==> src/rtl/serial_pattern_tx.sv <==
// Serial pattern link transmitter: loads a WIDTH-bit word over valid/ready and
// shifts it out one bit per clock on x_o/x_valid_o, then pulses done_o.
module serial_pattern_tx #(
   parameter int unsigned WIDTH     = 8,
   parameter bit          MSB_FIRST = 1'b1,
   parameter logic        IDLE_X    = 1'b0
) (
   input  logic             clk_i,
   input  logic             rst_i,
   input  logic             load_valid_i,
   output logic             load_ready_o,
   input  logic [WIDTH-1:0] data_in_i,
   input  logic             abort_i,
   output logic             x_o,
   output logic             x_valid_o,
   output logic             busy_o,
   output logic             done_o
);

   localparam int unsigned CNT_W = $clog2(WIDTH);

   typedef enum logic [1:0] {
      S_IDLE  = 2'd0,
      S_SHIFT = 2'd1,
      S_DONE  = 2'd2
   } state_e;

   state_e           state_q, state_d;
   logic [CNT_W-1:0] cnt_q, cnt_d;
   logic [WIDTH-1:0] sreg_q, sreg_d;
   logic             x_q, x_d;
   logic             x_valid_q, x_valid_d;
   logic             done_q, done_d;

   logic             first_bit_c;
   logic             next_bit_c;
   logic [WIDTH-1:0] sreg_shift_c;

   // sreg holds the word with the bit currently on x still at the head;
   // x is registered, so the next bit is always taken one position behind the head.
   always_comb begin
      first_bit_c  = MSB_FIRST ? data_in_i[WIDTH-1] : data_in_i[0];
      next_bit_c   = MSB_FIRST ? sreg_q[WIDTH-2] : sreg_q[1];
      sreg_shift_c = MSB_FIRST ? {sreg_q[WIDTH-2:0], 1'b0} : {1'b0, sreg_q[WIDTH-1:1]};
   end

   always_comb begin
      state_d   = state_q;
      cnt_d     = cnt_q;
      sreg_d    = sreg_q;
      x_d       = x_q;
      x_valid_d = x_valid_q;
      done_d    = 1'b0;
      unique case (state_q)
         S_IDLE: begin
            x_d       = IDLE_X;
            x_valid_d = 1'b0;
            if (load_valid_i && !abort_i) begin
               state_d   = S_SHIFT;
               cnt_d     = '0;
               sreg_d    = data_in_i;
               x_d       = first_bit_c;
               x_valid_d = 1'b1;
            end
         end
         S_SHIFT: begin
            if (abort_i) begin
               state_d   = S_IDLE;
               x_d       = IDLE_X;
               x_valid_d = 1'b0;
            end else if (cnt_q == CNT_W'(WIDTH - 1)) begin
               state_d   = S_DONE;
               x_d       = IDLE_X;
               x_valid_d = 1'b0;
               done_d    = 1'b1;
            end else begin
               x_d    = next_bit_c;
               sreg_d = sreg_shift_c;
               cnt_d  = cnt_q + CNT_W'(1);
            end
         end
         S_DONE: begin
            state_d   = S_IDLE;
            x_d       = IDLE_X;
            x_valid_d = 1'b0;
         end
         default: begin
            state_d   = S_IDLE;
            x_d       = IDLE_X;
            x_valid_d = 1'b0;
         end
      endcase
   end

   always_ff @(posedge clk_i) begin
      if (rst_i) begin
         state_q   <= S_IDLE;
         cnt_q     <= '0;
         sreg_q    <= '0;
         x_q       <= IDLE_X;
         x_valid_q <= 1'b0;
         done_q    <= 1'b0;
      end else begin
         state_q   <= state_d;
         cnt_q     <= cnt_d;
         sreg_q    <= sreg_d;
         x_q       <= x_d;
         x_valid_q <= x_valid_d;
         done_q    <= done_d;
      end
   end

   // load_ready is gated by rst combinationally so nothing is accepted during reset.
   assign load_ready_o = (state_q == S_IDLE) && !rst_i;
   assign busy_o       = (state_q != S_IDLE);
   assign x_o          = x_q;
   assign x_valid_o    = x_valid_q;
   assign done_o       = done_q;

endmodule

==> config.mk <==
export PLATFORM = sky130hd
export DESIGN_NAME = serial_pattern_tx
export DESIGN_NICKNAME = d
export VERILOG_FILES = /design/src/rtl/serial_pattern_tx.sv
export SDC_FILE = /design/constraint.sdc
export NUM_CORES = 1
export LEC_CHECK = 0
export BUFFER_PORTS_ARGS = -buffer_cell sky130_fd_sc_hd__buf_2
export CAP_MARGIN = 20
export CORE_MARGIN = 1
export CORE_UTILIZATION = 40
export CTS_BUF_LIST = sky130_fd_sc_hd__clkbuf_4 sky130_fd_sc_hd__clkbuf_8
export DETAILED_ROUTE_END_ITERATION = 8
export SLEW_MARGIN = 30
export SYNTH_ARGS = -nofsm -noshare
export SYNTH_HDL_FRONTEND = slang
export SYNTH_SLANG_ARGS = --single-unit
export TNS_END_PERCENT = 10
==> constraint.sdc <==
create_clock -name clk_i -period 1.8 [get_ports clk_i]
set_input_delay 0.18 -clock clk_i [delete_from_list [all_inputs] [get_ports clk_i]]
set_output_delay 0.18 -clock clk_i [all_outputs]
set_load 0.01 [all_outputs]
---- After elaboration in Yosys (flattened, before gate mapping) ----
Cells that the tools add are included.
cells by class
  add/subtract/negate cells ............... 1
  multipliers ............................. 0
  div/mod/pow operators ................... 0
  order comparisons ....................... 0
  equal/unequal tests ..................... 6
  shift-type cells ........................ 0
  mux-type cells .......................... 21
  bitwise logic cells ..................... 1
  reductions and logical operators ........ 10
operators by type and width
  cell                   number
  $mux W7                3
  $pmux W7 S2            1
  $mux W3                3
  $mux W1                7
  $mux W2                3
  $ne A2 B2 Y1 const B   3
  $pmux W3 S2            1
  $pmux W1 S2            2
  $pmux W2 S2            1
  $reduce_and A4 Y1      1
  $reduce_bool A2 Y1     2
  $add A3 B1 Y3 const B  1
  $eq A3 B3 Y1 const B   1
  $ne A3 B3 Y1 const B   1
  $reduce_or A3 Y1       1
  $eq A2 B1 Y1 const B   1
  $logic_and A1 B1 Y1    2
  $logic_not A1 Y1       2
  $logic_not A2 Y1       1
  $reduce_and A2 Y1      1
  $not A1 Y1             1
word-level totals
  bits in registers ....................... 15
  latch bits .............................. 0
  bits in writable memories ............... 0
  bits in read-only memories .............. 0
  input port bits ......................... 12
  output and inout bits ................... 5
  memories ................................ 0

---- Logic depth before layout (Yosys ltp) ----
  depth after elaboration ................. 4
  gate-level depth with buffers ........... 5

---- Worst setup path after synthesis ----
OpenSTA, ideal clock, no wires.
  path type ............................... register -> register
  start ................................... register cnt_q[0]
  end ..................................... register sreg_q[1]
  library setup time ...................... 75 ps
  data arrival time ....................... 1442 ps
  data required time ...................... 1725 ps
  slack ................................... 283 ps
  cell stages (with the launch flop) ...... 6
  buffers on the path ..................... 0
  clock period less this slack ............ 1517 ps
  path through ............................ dfxtp_1 ha_1 ha_1 nand2b_1 a2111o_1 o22ai_1
between the ends
  cells in the longest elaborated chain, start to end .. 3
RTL lines
  element                      RTL line  source
  start: declaration           29        logic [CNT_W-1:0] cnt_q, cnt_d;
  start signal: assignment     105       cnt_q <= cnt_d;
  $eq A3 B3 Y1                 71        end else if (cnt_q == CNT_W'(WIDTH - 1)) begin
  $ne A2 B2 Y1 (no line)       -
  $reduce_and A4 Y1 (no line)  -
  end signal: assignment       106       sreg_q <= sreg_d;
  end: declaration             30        logic [WIDTH-1:0] sreg_q, sreg_d;
Every way passes these cells.
A chain may end at the register's enable or synchronous reset.

---- Worst setup path in the final report ----
  start ................................... register cnt_q[0]
  end ..................................... register sreg_q[6]
The elaborated chain is that of the path after synthesis.

==> results.py <==
metrics = {
    "outcome": {
        "outcome": "finished clean",
    },
    "layout": {
        "area_taken_by_multi_input_logic_gates_um2": 329,
        "design.final.nets": 105,
        "layout-drive-gt1-share_pct": 32.2,
        "areaGrowthSynthToFinish_pct": 21.6,
        "final-seq-area_um2": 300,
        "utilization_after_layout_pct": 53.0,
        "commonest_cells_after_routing_fill_and_taps_aside": "16 x sky130_fd_sc_hd__buf_2, 15 x sky130_fd_sc_hd__dfxtp_1, 9 x sky130_fd_sc_hd__mux2i_1",
        "final_cell_area_um2": 817,
        "layout_commonest_cell": "sky130_fd_sc_hd__buf_2",
        "insertedDiodeCount": 0,
        "num-fill-cells": 142,
    },
    "worst_setup_path": {
        "critical_path.cell_chain": "ha_1, ha_1, nand2b_1, a2111o_1, o22ai_1",
        "cp_slowest_cell": "sky130_fd_sc_hd__a2111o_1",
        "cp-start-kind": "flop",
        "cp_max_fo": 8,
        "worst_path_most_repeated_cell": "sky130_fd_sc_hd__ha_1",
        "worst-setup-path-type": "reg2reg",
        "worstSetupEndpointType": "flop",
        "worstPathArrival_ns": 1.89,
        "timing.critical_path.slowest_cell_delay_ns": 0.50,
        "cp_data_required_time_ns": 2.02,
    },
    "placement": {
        "post_dp_cell_area_um2": 790,
        "post-dp-hpwl_um": 966,
        "numPortBuffers": 16,
        "gpl.final_weighted_congestion": 0.711,
    },
    "cts": {
        "cts_inserted_buffers": 3,
        "ctsResizeCount": 0,
        "cts_hold_repair.buffers": 0,
        "tritoncts": "built",
        "clock-sinks": 15,
        "cts_setup_buffers": 0,
        "ctsLongestPathBuffers": 2,
        "root_cell_of_the_clock_tree": "sky130_fd_sc_hd__clkbuf_4",
        "insertion_delay_ns": 0.28,
        "worst_setup_hold_path_clk_slew_ns": 0.10,
        "htree_levels": 1,
    },
    "logic_synthesis": {
        "synth_seq_area_share_pct": 44.7,
        "mappedNetlistArea_um2": 672,
        "top_cells_by_area_synth": "sky130_fd_sc_hd__dfxtp_1 45%, sky130_fd_sc_hd__mux2i_1 13%, sky130_fd_sc_hd__o22ai_1 5.6%",
        "synthXorXnorAreaFrac_pct": 0,
        "syn-num-nets": 82,
        "netlist_cell_types": 24,
        "post_synth_and_or_nand_nor_area_fraction_pct": 18.2,
        "synth_compound_area_share_pct": 13.6,
        "muxShareOfSynthArea_pct": 13.4,
        "largest_family_of_logic_cells_by_synthesized_area": "simple AND/OR/NAND/NOR gates",
        "synthesis.instances": 68,
        "synth_seq_cells": 15,
        "ys_warns": 0,
        "synth_adder_area_share_pct": 3.72,
        "synth_top_area_share_pct": 44.7,
        "synth.avg_cell_area_um2": 9.88,
        "yosys.area.top_type": "sky130_fd_sc_hd__dfxtp_1",
    },
    "sta": {
        "final_hold_viol_count": 0,
        "maxClockFrequency_mhz": 597,
        "setup_repair_after_global_routing_missed_its_margin": "false",
        "fin_setup_tns_ns": 0,
        "fin_crit_ns": 1.68,
        "fin_worst_skew_ns": 0.0114,
        "slew_violations": 0,
        "worst_slew_pin_slew_ns": 0.414,
        "max_slew_margin_pct": 72.4,
        "timing.final.setup_violations": 0,
        "finalCritPeriodShare_pct": 93.1,
    },
    "drt": {
        "vias_per_cell": 5.26,
        "num_vias": 558,
        "initialDrtViolationCount": 16,
        "detail_route.wirelength_um": 1350,
        "detailedRoute.firstPassIterationCount": 4,
        "detail_route.drc_violations": 0,
        "ant_nets": 0,
        "routedWlPerCell_um": 12.7,
    },
    "global_routing": {
        "track_usage_pct": 16.3,
        "grt_start_max_net_pins": 11,
        "grt_first_pass_wirelength_um": 2240,
        "antenna_found_initial": 0,
        "grt_pass1_vias": 507,
        "grt-ovfl-total": 0,
    },
    "floorplan": {
        "start_util_pct": 43.6,
        "area_of_the_die_um2": 1850,
        "die_height_um": 43.0,
        "floorplan.rows": 14,
        "boundaryPins": 17,
        "chipWidth_um": 43.0,
        "placeableCoreArea_um2": 1540,
    },
    "run": {
        "drv_cap": 0,
    },
    "power_and_ir_drop": {
        "cellLeakagePower_nw": 0.391,
        "ir_drop_uv": 425,
        "power_per_cell_area_nw_per_um2": 773,
    },
    "min_path": {
        "min_path_type": "in2reg",
    },
}
[critical path, delay by kind of cell (launching register included)]
family	cells	cell delay [ns]
simple gates	1	0.19
fa+ha+maj	2	0.41
flops	1	0.33
compound gates	2	0.67
[path summary, 6_finish.rpt]
kind	startpoint	depth (start not counted)	endpoint	slack (ns)
setup / recovery	cnt_q[0]$_SDFFE_PP0P_	5	sreg_q[6]$_SDFFE_PP0P_	0.12
hold / removal	data_in_i[0]	3	sreg_q[0]$_SDFFE_PP0P_	0.14
setup reg to reg	cnt_q[0]$_SDFFE_PP0P_	5	sreg_q[6]$_SDFFE_PP0P_	0.12
hold reg to reg	cnt_q[2]$_SDFFE_PP0P_	2	cnt_q[2]$_SDFFE_PP0P_	0.47
[sequential cells by signal, summed over array words and instances (netlist names)]
name and count:
x_valid_o 1, state_q 2, sreg_q 7, x_o 1, done_o 1, cnt_q 3
[power breakdown]
group	leakage, nW	internal, mW	switching (mW)
combinational	0.251	0.0429	0.0432
sequential	0.122	0.345	0.00772
clock	0.0177	0.0824	0.111
[layout make-up]
class / count / share of cell area, %
Multi-Input combinational cell: 43 / 40.3
Sequential cell: 15 / 36.8
Tap cell: 16 / 2.45
Clock buffer: 3 / 2.76
Inverter: 8 / 3.68
Timing Repair Buffer: 20 / 13.5
Clock inverter: 1 / 0.613
[synth_stat cells, drive strengths merged]
cell type,instances
dfxtp,15
mux2i,9
inv,8
o22ai,6
nand2,4
nor2,4
nand2b,3
nor4b,3
buf,2
ha,2
or3b,2
a2111o,1
a211oi,1
a31oi,1
a32oi,1
nand3,1
nor3,1
o21ai,1
o21ba,1
or2,1
or3,1
[per-layer routing]
layer	wire, um	track usage (%)	share of wire (%)	up-vias
li1	-	-	-	286
met1	656	21.0	49	256
met2	611	25.8	45	14
met3	63	2.55	4.7	2
met4	18	9.09	1.3	0
met5	0	0	0	-
[through the flow]
step | instances | total power, mW | hold slack, ns | setup slack, ns
finish | 106 | 0.632 | 0.144 | 0.125
global route | 106 | 0.664 | 0.149 | 0.0392
CTS | 106 | 0.637 | 0.144 | 0.125
detailed placement | 102 | 0.446 | 0.427 | 0.144
global placement | 102 | 0.444 | 0.417 | 0.171
floorplan | 68 | 0.411 | 0.257 | 0.283
[kinds of logic (layout without fill, tap and decap cells)]
group                    Yosys count  in the layout
AND/OR/NAND/NOR                   20             20
flip-flops                        15             15
AO/OA/AOI/OAI                     12             12
multiplexers                       9              9
adder cells (fa/ha/maj)            2              2
buffers and inverters             10             32
Note: power is estimated with default switching activity, not from simulation.
